--- config.mk ---
export PLATFORM = sky130hd
export DESIGN_NAME = jk_excite_driver
export DESIGN_NICKNAME = d
export VERILOG_FILES = /design/src/rtl/jk_excite_driver.sv
export SDC_FILE = /design/constraint.sdc
export NUM_CORES = 1
export LEC_CHECK = 0
export CAP_MARGIN = 20
export CORE_AREA = 2 2 56 58
export DETAILED_ROUTE_END_ITERATION = 6
export DIE_AREA = 0 0 58 60
export GPL_TIMING_DRIVEN = 0
export PLACE_DENSITY_LB_ADDON = 0.12
export SLEW_MARGIN = 20
export SYNTH_ARGS = -nofsm -noshare
export SYNTH_HDL_FRONTEND = slang
export SYNTH_SLANG_ARGS = --single-unit
--- constraint.sdc ---
create_clock -name clk -period 3.5 [get_ports clk]
set_input_delay 0.7 -clock clk [delete_from_list [all_inputs] [get_ports clk]]
set_output_delay 0.7 -clock clk [all_outputs]
set_load 0.1 [all_outputs]
--- src/rtl/jk_excite_driver.sv ---
// jk_excite_driver: turns a target word into JK excitation codes,
// strobes an external JK bank once, then checks the readback.
module jk_excite_driver #(
  parameter int WIDTH       = 4,
  parameter int HOLD_CYCLES = 1,
  parameter int DC_POLICY   = 0
) (
  input  logic             clk,
  input  logic             rst,
  input  logic             tgt_valid,
  input  logic [WIDTH-1:0] tgt_data,
  output logic             tgt_ready,
  input  logic [WIDTH-1:0] q_in,
  output logic             en_out,
  output logic [WIDTH-1:0] j_out,
  output logic [WIDTH-1:0] k_out,
  output logic             done,
  output logic             mismatch,
  output logic [7:0]       err_count
);

  typedef enum logic [1:0] {
    IDLE,
    DRIVE,
    SETTLE,
    CHECK
  } state_t;

  localparam logic [3:0] HOLD = 4'(HOLD_CYCLES);
  localparam logic [WIDTH-1:0] DC =
    (DC_POLICY != 0) ? '1 : '0;

  state_t           state;
  logic [WIDTH-1:0] tgt;
  logic [3:0]       cnt;
  logic [WIDTH-1:0] j_calc;
  logic [WIDTH-1:0] k_calc;

  // Excitation: J matters only where Q=0, K only where Q=1.
  always_comb begin
    j_calc = (~q_in & tgt_data) | (q_in & DC);
    k_calc = (q_in & ~tgt_data) | (~q_in & DC);
  end

  // Transaction sequencer with registered bank-side outputs.
  always_ff @(posedge clk) begin
    if (rst) begin
      state     <= IDLE;
      tgt       <= '0;
      cnt       <= '0;
      tgt_ready <= 1'b0;
      en_out    <= 1'b0;
      j_out     <= '0;
      k_out     <= '0;
      done      <= 1'b0;
      mismatch  <= 1'b0;
      err_count <= '0;
    end else begin
      done <= 1'b0;
      unique case (state)
        IDLE: begin
          tgt_ready <= 1'b1;
          if (tgt_valid && tgt_ready) begin
            tgt       <= tgt_data;
            j_out     <= j_calc;
            k_out     <= k_calc;
            en_out    <= 1'b1;
            tgt_ready <= 1'b0;
            state     <= DRIVE;
          end
        end
        DRIVE: begin
          en_out <= 1'b0;
          j_out  <= '0;
          k_out  <= '0;
          cnt    <= HOLD;
          state  <= SETTLE;
        end
        SETTLE: begin
          if (cnt <= 4'd1) begin
            done     <= 1'b1;
            mismatch <= (q_in != tgt);
            if ((q_in != tgt) && (err_count != 8'hFF))
              err_count <= err_count + 8'd1;
            state <= CHECK;
          end else begin
            cnt <= cnt - 4'd1;
          end
        end
        CHECK: begin
          tgt_ready <= 1'b1;
          state     <= IDLE;
        end
        default: state <= IDLE;
      endcase
    end
  end

endmodule

=== Yosys cells after proc, flatten, opt, wreduce, memory -nomap -nowiden ===
Index checks and enable logic that the tools add are counted.

* Magnitude comparators: 1
* Add/subtract/negate cells: 2
* Bitwise logic cells: 5
* Multiplexer cells: 14
* Reduce and logical (&&, ||, !) cells: 13
* Eq/ne operators: 8

{| class="wikitable"
|+ Operator list
! operator !! count
|-
| 4-bit one-hot mux with 2 select lines || 3
|-
| 4-bit 2-to-1 mux || 3
|-
| 2-bit AND reduction || 5
|-
| 8-bit by 1-bit adder with 8-bit output, second input constant || 1
|-
| 4-bit bitwise AND || 2
|-
| 8-bit != test, second input constant || 1
|-
| 4-bit NOT || 2
|-
| 2-bit one-hot mux with 4 select lines || 1
|-
| 2-bit != test, second input constant || 3
|-
| 2-bit nonzero test || 3
|-
| 2-bit == test, second input constant || 2
|-
| 4-bit by 1-bit <= comparator with 1-bit output, second input constant || 1
|-
| 2-bit 2-to-1 mux || 2
|-
| 4-bit != test || 1
|-
| 1-bit one-hot mux with 2 select lines || 2
|-
| 4-bit by 1-bit subtractor with 4-bit output, second input constant || 1
|-
| 1-bit 2-to-1 mux || 3
|-
| 3-bit AND reduction || 1
|-
| 2-bit by 1-bit == test with 1-bit output, second input constant || 1
|-
| 1-bit logical AND || 2
|-
| 2-bit zero test || 1
|-
| 2-bit OR reduction || 1
|-
| 1-bit NOT || 1
|}

* Bits of input ports: 11
* Output and inout bits: 20
* Register bits after elaboration: 30
* Logic and storage cells: 53

=== Depth between registers and ports, before layout ===
* Word-level depth: 4
* Mapped depth: 8
* Mapped depth without buffers: 7

=== Least setup slack after synthesis ===
No wires, ideal clock.

* Path type: reg2reg
* Start: register err_count[0]
* End: register err_count[7]
* Required time: 3.429 ns
* Cell stages (with the launch flop): 7
* Arrival time: 2.235 ns
* Library setup time: 0.071 ns
* Period minus slack after synthesis: 2.306 ns
* Path slack: 1.194 ns
* Buffers on the path: 0
* Cells stage by stage: dfxtp_1 -> ha_1 -> nand3_1 -> nor2_1 -> or3_4 -> or4_1 -> a21oi_1

* Word-level cells in the longest chain between the ends: 3
* Elaborated cells on any way between the ends: 4
* Classes of those cells: add/sub (1); eq/ne (1); reduce/logical (2)

{| class="wikitable"
|+ RTL lines
! item !! RTL line !! text
|-
| from (decl) || 19 || <nowiki>output logic [7:0] err_count</nowiki>
|-
| from (signal assigned) || 84 || <nowiki>err_count <= err_count + 8'd1;</nowiki>
|-
| branches (longest 3 deep; another with 8-bit by 1-bit adder with 8-bit output) || n/a ||
|}

Several ways; the timed one is not identified.
A chain may end at the register's enable or synchronous reset.

=== Worst setup path after layout ===
* Start: register err_count[2]
* End: output err_count[2]

No word-level cell between the ends.

==> tab_implementation.tex <==
\begin{tabular}{lr}
\hline
Metric & Value \\
\hline
\multicolumn{2}{l}{\textbf{STA}} \\
Sum of negative setup slack & 0 ns \\
Worst relative slew slack & 33.96\% \\
Final Hold Vio Count & 0 \\
Share of the cycle needed by the critical path after routing & 76.10\% \\
Finish-stage setup viols & 0 \\
Worst-case clock skew & $\sim$0.0087 ns \\
Tmin final & 2.663 ns \\
Setup repair after global routing missed its margin & no \\
Timing-limited maximum frequency & 0.3755 GHz \\
Tightest hold margin & approximately 0.50 ns \\
Number of max-slew violations in the final report & 0 \\
Smallest setup slack after layout & 0.8366 ns \\
Worst-margin pin slew & about 0.99 ns \\
\multicolumn{2}{l}{\textbf{Routing}} \\
Routed Wire Length & 2945 um \\
Via/cell ratio & 5.216 \\
Drt pass-1 iters & 4 \\
Average wire per standard cell & 12.75 um \\
Total number of vias & 1205 \\
Residual antenna-violating net count after detailed routing & 0 \\
Remaining routing DRC violations & 0 \\
Violation count after the first detailed-route iteration & 60 \\
\multicolumn{2}{l}{\textbf{Cells and area}} \\
Combined area of the multi-input logic cells & 688.2 um2 \\
Final instance area & 0.001774 mm2 \\
Count of antenna diodes in the layout & 0 \\
Layout overhead on the synthesized area & 29.97\% \\
\# fillers & 261 \\
Ratio of cells with drive above 1 in the final layout & 5.556\% \\
FF/Latch Area & between 600 and 700 um2 \\
Final-stage net count & 215 \\
\multicolumn{2}{l}{\textbf{Clock network}} \\
Sinks on the clock net & 30 \\
Buffer count from post-CTS setup fixing & 0 \\
CTS tree & yes \\
Clock latency on the worst-skew pair & 0.34 ns \\
\# hold bufs at CTS & 0 \\
Buffer type at the clock tree root & sky130\_fd\_sc\_hd\_\_clkbuf\_4 \\
H-tree level count & 2 \\
CTS Buf Count & 5 \\
Number of buffers between clock root and the deepest sink & 2 \\
Post-CTS sizing & 0 \\
Clock-pin slew on the worst setup and hold paths & 0.10 ns \\
\multicolumn{2}{l}{\textbf{Die}} \\
Placeable core region & slightly below 0.003 mm2 \\
Die area & roughly 0.0035 mm2 \\
Starting density of the core & a little under half \\
Number of standard-cell rows in the floorplan & 20 \\
Height of the chip & 60 um \\
X dimension of the die & 58 um \\
I/O pins & 31 \\
\multicolumn{2}{l}{\textbf{Logic synthesis}} \\
Synthesized net count & 179 \\
Number of enable flip-flop cells after synthesis & 0 \\
Yosys warning count & 0 \\
Yosys top cell area share & a little over two fifths \\
Cell types occupying the most area after synthesis & sky130\_fd\_sc\_hd\_\_dfxtp\_1, sky130\_fd\_sc\_hd\_\_nor2\_1, sky130\_fd\_sc\_hd\_\_ha\_1 \\
Post-synthesis cell count & 161 \\
Main flop type after synthesis & sky130\_fd\_sc\_hd\_\_dfxtp\_1 \\
Post-synthesis sequential element count & 30 \\
Cell taking the most area after synthesis & sky130\_fd\_sc\_hd\_\_dfxtp\_1 \\
Synthesized cell area & 0.001365 mm2 \\
Number of distinct standard cells referenced by the synthesized netlist & 31 \\
Post-synthesis area per instance & roughly 8.5 um2 \\
Most frequently used cell type in the post-synthesis netlist & sky130\_fd\_sc\_hd\_\_nor2\_1 \\
Commonest cells in the synthesized netlist & sky130\_fd\_sc\_hd\_\_nor2\_1, sky130\_fd\_sc\_hd\_\_dfxtp\_1, sky130\_fd\_sc\_hd\_\_a21oi\_1, sky130\_fd\_sc\_hd\_\_inv\_1, sky130\_fd\_sc\_hd\_\_a32oi\_1 \\
Fraction of synthesis flops using an asynchronous set or reset pin & 0\% \\
Sequential cell area fraction in the yosys report & between 40\% and 50\% \\
\multicolumn{2}{l}{\textbf{Global routing}} \\
Met2 demand-to-capacity share in global routing & 30.84\% \\
Via count of the first global-routing pass & 1089 \\
Global-route wire length before repair & 4850 um \\
Pin count of the biggest net entering global routing & 11 \\
Tot GR Track Use & a little under a fifth \\
Total congestion overflow & 0 \\
Antenna violations before repair & 0 \\
Met3 global-route usage & 6.494\% \\
Top Usage Layer GRT & met2 \\
Met1 Usage GRT & about 22\% \\
\multicolumn{2}{l}{\textbf{Placement}} \\
Cell Area, Placed & about 0.0017 mm2 \\
Gp weighted congestion & approximately 0.76 \\
\# port buffers & 29 \\
Detailed-placement wirelength estimate & 2094 um \\
Post-placement worst setup slack & 0.7953 ns \\
\multicolumn{2}{l}{\textbf{Pwr}} \\
VDD IR-drop max & 0.5145 mV \\
Overall power after layout & $\sim$1.2 mW \\
Power Dens Cells & 688.9 mW/mm2 \\
Cell leakage power & $\sim$0.70 nW \\
\multicolumn{2}{l}{\textbf{Worst setup path}} \\
CP Capture Type & primary output \\
CP Cell Sequence & clkdlybuf4s50\_1 \\
Number of logic stages on the critical path including buffering & 1 \\
Reg-to-Reg End & err\_count[7] \\
Classification of the worst setup path & flip-flop to primary output \\
Reg-to-reg slack, setup & 1.11 ns \\
Capture point of the critical path & err\_count[2] \\
Worst-path fanout max & 6 \\
Worst Setup SP & err\_count[2] \\
Delay-heaviest family, CP & buffers and inverters \\
Req. time, crit path & 2.80 ns \\
Path depth of the worst reg2reg path & 8 \\
Highest cell delay on the worst timing path & 1.17 ns \\
Startpoint types & flip-flop \\
Buffers plus inverters on the worst setup path & 1 \\
Library cell contributing the largest single delay on the critical path & sky130\_fd\_sc\_hd\_\_clkdlybuf4s50\_1 \\
FF-to-FF Start & cnt[1] \\
Data arrival time of the critical path & slightly below 2 ns \\
\multicolumn{2}{l}{\textbf{Worst hold path}} \\
Hold crit path type & flip-flop to flip-flop \\
Hold depth & 2 \\
\multicolumn{2}{l}{\textbf{Run status}} \\
Result of the run & complete, no violations \\
\multicolumn{2}{l}{\textbf{Flow run}} \\
Max-cap check violation count & 0 \\
\hline
\end{tabular}
## metal layers
metal  part of all wire, %  wire length [um]  vias up
met4                   1.8                54        0
met5                     0                 0        -
met3                   5.4               159        6
met2                    46              1351       29
li1                      -                 -      629
met1                    47              1379      541
## cell usage in the layout, fill, tap and decap left out, types with 3 or more instances in the layout
cell type                         instances
sky130_fd_sc_hd__xnor2_1                  4
sky130_fd_sc_hd__nand2_1                  3
sky130_fd_sc_hd__dfxtp_1                 30
sky130_fd_sc_hd__a21oi_1                 14
sky130_fd_sc_hd__nor3_1                   5
sky130_fd_sc_hd__a32oi_1                  8
sky130_fd_sc_hd__nand3_1                  6
sky130_fd_sc_hd__clkbuf_1                 3
sky130_fd_sc_hd__ha_1                     7
sky130_fd_sc_hd__mux2i_1                  3
sky130_fd_sc_hd__clkbuf_4                 5
sky130_fd_sc_hd__xor2_1                   4
sky130_fd_sc_hd__nor2_1                  37
sky130_fd_sc_hd__inv_1                   14
sky130_fd_sc_hd__nor4_1                   3
sky130_fd_sc_hd__clkdlybuf4s50_1         29
## cells by family (layout without fill, tap and decap cells)
family | after synthesis | count (layout) | synth area share [%]
compound gates | 30 | 30 | 14.67
xor+xnor | 8 | 8 | 5.132
fa+ha+maj | 7 | 7 | 6.416
buf+inv | 19 | 56 | 5.591
flops | 30 | 30 | 44.00
mux | 3 | 3 | 2.200
simple gates | 64 | 64 | 22.00
## power breakdown
part	leakage, nW	switching (mW)	internal [mW]
sequential	0.243	0.0397	0.389
combinational	0.409	0.358	0.161
clock	0.0450	0.126	0.148
total	0.698	0.524	0.698
## sequential cells by signal, summed over array words and instances, names as in the netlist
name and cells:
k_out 4, err_count 8, en_out 1, state 2
j_out 4, done 1, tgt_ready 1, cnt 4
tgt 4, mismatch 1
## through the flow
step / utilization (%) / std cells
after floorplan: - / 161
after global placement: 58.45 / 223
after detailed placement: 58.45 / 223
after CTS: 61.12 / 231
after global routing: 61.12 / 231
final: 61.12 / 231
## how the worst min path moves through the flow
stage	startpoint	end	slack [ns]
6_report	j_out[2]	j_out[2]	0.50
5_1_grt	j_out[0]	j_out[0]	0.53
4_1_cts	err_count[7]	err_count[7]	0.51
3_5_place_dp	j_out[3]	j_out[3]	0.48
3_3_place_gp	j_out[1]	j_out[1]	0.47
2_1_floorplan	tgt[0]	tgt[0]	0.47
## area by class of cell
type                            instances  share of cell area (%)
Buffer                                  5                   1.340
Multi-Input combinational cell        112                   38.79
Tap cell                               33                   2.327
Inverter                               14                   2.962
Clock buffer                            5                   2.116
Timing Repair Buffer                   29                   16.36
Clock inverter                          3                   2.257
Sequential cell                        30                   33.85
Note: power is estimated with default switching activity, not from simulation.
==> variant: new RTL, same settings <==
Set the parameter `WIDTH` to 6 (it was 4).
--- a/src/rtl/jk_excite_driver.sv
+++ b/src/rtl/jk_excite_driver.sv
@@ -3,3 +3,3 @@
 module jk_excite_driver #(
-  parameter int WIDTH       = 4,
+  parameter int WIDTH       = 6,
   parameter int HOLD_CYCLES = 1,
Ports: changed (resized j_out, k_out, q_in and tgt_data); port bits go from 31 to 39. No check against the original RTL was run, so the function may have changed too.
==> variant against the unedited design <==
Design area rose by 18%. Synthesized cell count rose by 17%. Routed wire length rose by 24%. Power rose by 14%. Global-route usage rose by 4.0 points. Sequential cell count rose by 6. Sequential share of layout area rose by 0.56 points. Die area did not move. Count of clock-buffer cells in the layout rose by 2. Synthesized area rose by 19%. Setup slack got worse by 0.0052 ns. Critical path type unchanged. Largest cell class unchanged. Highest routed layer unchanged.
==> variant: results <==
{
  "outcome": "finished, final reports clean",
  "grt_pass1_vias": 1474,
  "seq_area_frac": 0.344,
  "p_leak_nw": 0.792,
  "ys_seq_area_frac": 0.445,
  "postSynthNetCount": 212,
  "buffers": 45,
  "syn_inst": 189,
  "track_usage": 0.229,
  "preCtsSetupSlack_ns": 1.14,
  "comb.multi_input.count": 127,
  "cts_sinks": 36,
  "hpwl_um": 2740,
  "stdcell_count": 266,
  "r2r-start": "cnt[0]",
  "nets": 256,
  "routed_via_density": 5.62,
  "fin_area_um2": 2090,
  "final.setup_skew_ns": 0.00835,
  "placed_cell_area_um2": 2030,
  "crit_path_start": "err_count[3]",
  "crit_fanout": 7,
  "buf_share": 0.195,
  "regToRegSetupSlack_ns": 1.52,
  "multi_input_area_um2": 792,
  "wire_per_inst_um": 13.8,
  "synthTopCellsByCount": "dfxtp_1, nor2_1, inv_1",
  "synthTopCellsByArea": "dfxtp_1, nor2_1, a32oi_1",
  "nFillCells": 234,
  "reg2reg_to": "state[0]",
  "clkCellAreaFrac": 0.0311,
  "drive_gt1_frac": 0.0429,
  "r2r_cells": 6,
  "holdCritStartpoint": "mismatch",
  "worst_pin_slew_ns": 0.978
}
[variant: cell types whose count changed after synthesis, moves of 4 or more]
cell and change:
inv_1 +4, a32oi_1 +4, o21ai_0 +5, nand2_1 +7
clkbuf_1 +4, dfxtp_1 +6
[variant: layer usage]
metal  part of all wire  track usage  up-vias
met5                  0            0        -
li1                   -            -      749
met1               0.42        0.243      695
met3              0.037       0.0455       10
met4              0.022        0.150        0
met2               0.52        0.412       42
[variant: power breakdown]
part	switching, mW	total [mW]	leakage [nW]	internal, mW
Sequential	0.0430	0.508	0.292	0.465
Combinational	0.447	0.635	0.463	0.188
Clock	0.137	0.251	0.0374	0.114
[variant: logic make-up (layout without fill, tap and decap cells)]
logic type      count (synthesis)  in the layout  share of synthesized area
compound gates                 41             41                      0.169
mux                             1              1                    0.00619
simple gates                   69             69                      0.210
buf+inv                        26             70                     0.0650
flops                          36             36                      0.445
fa+ha+maj                       8              8                     0.0619
xor+xnor                        8              8                     0.0433
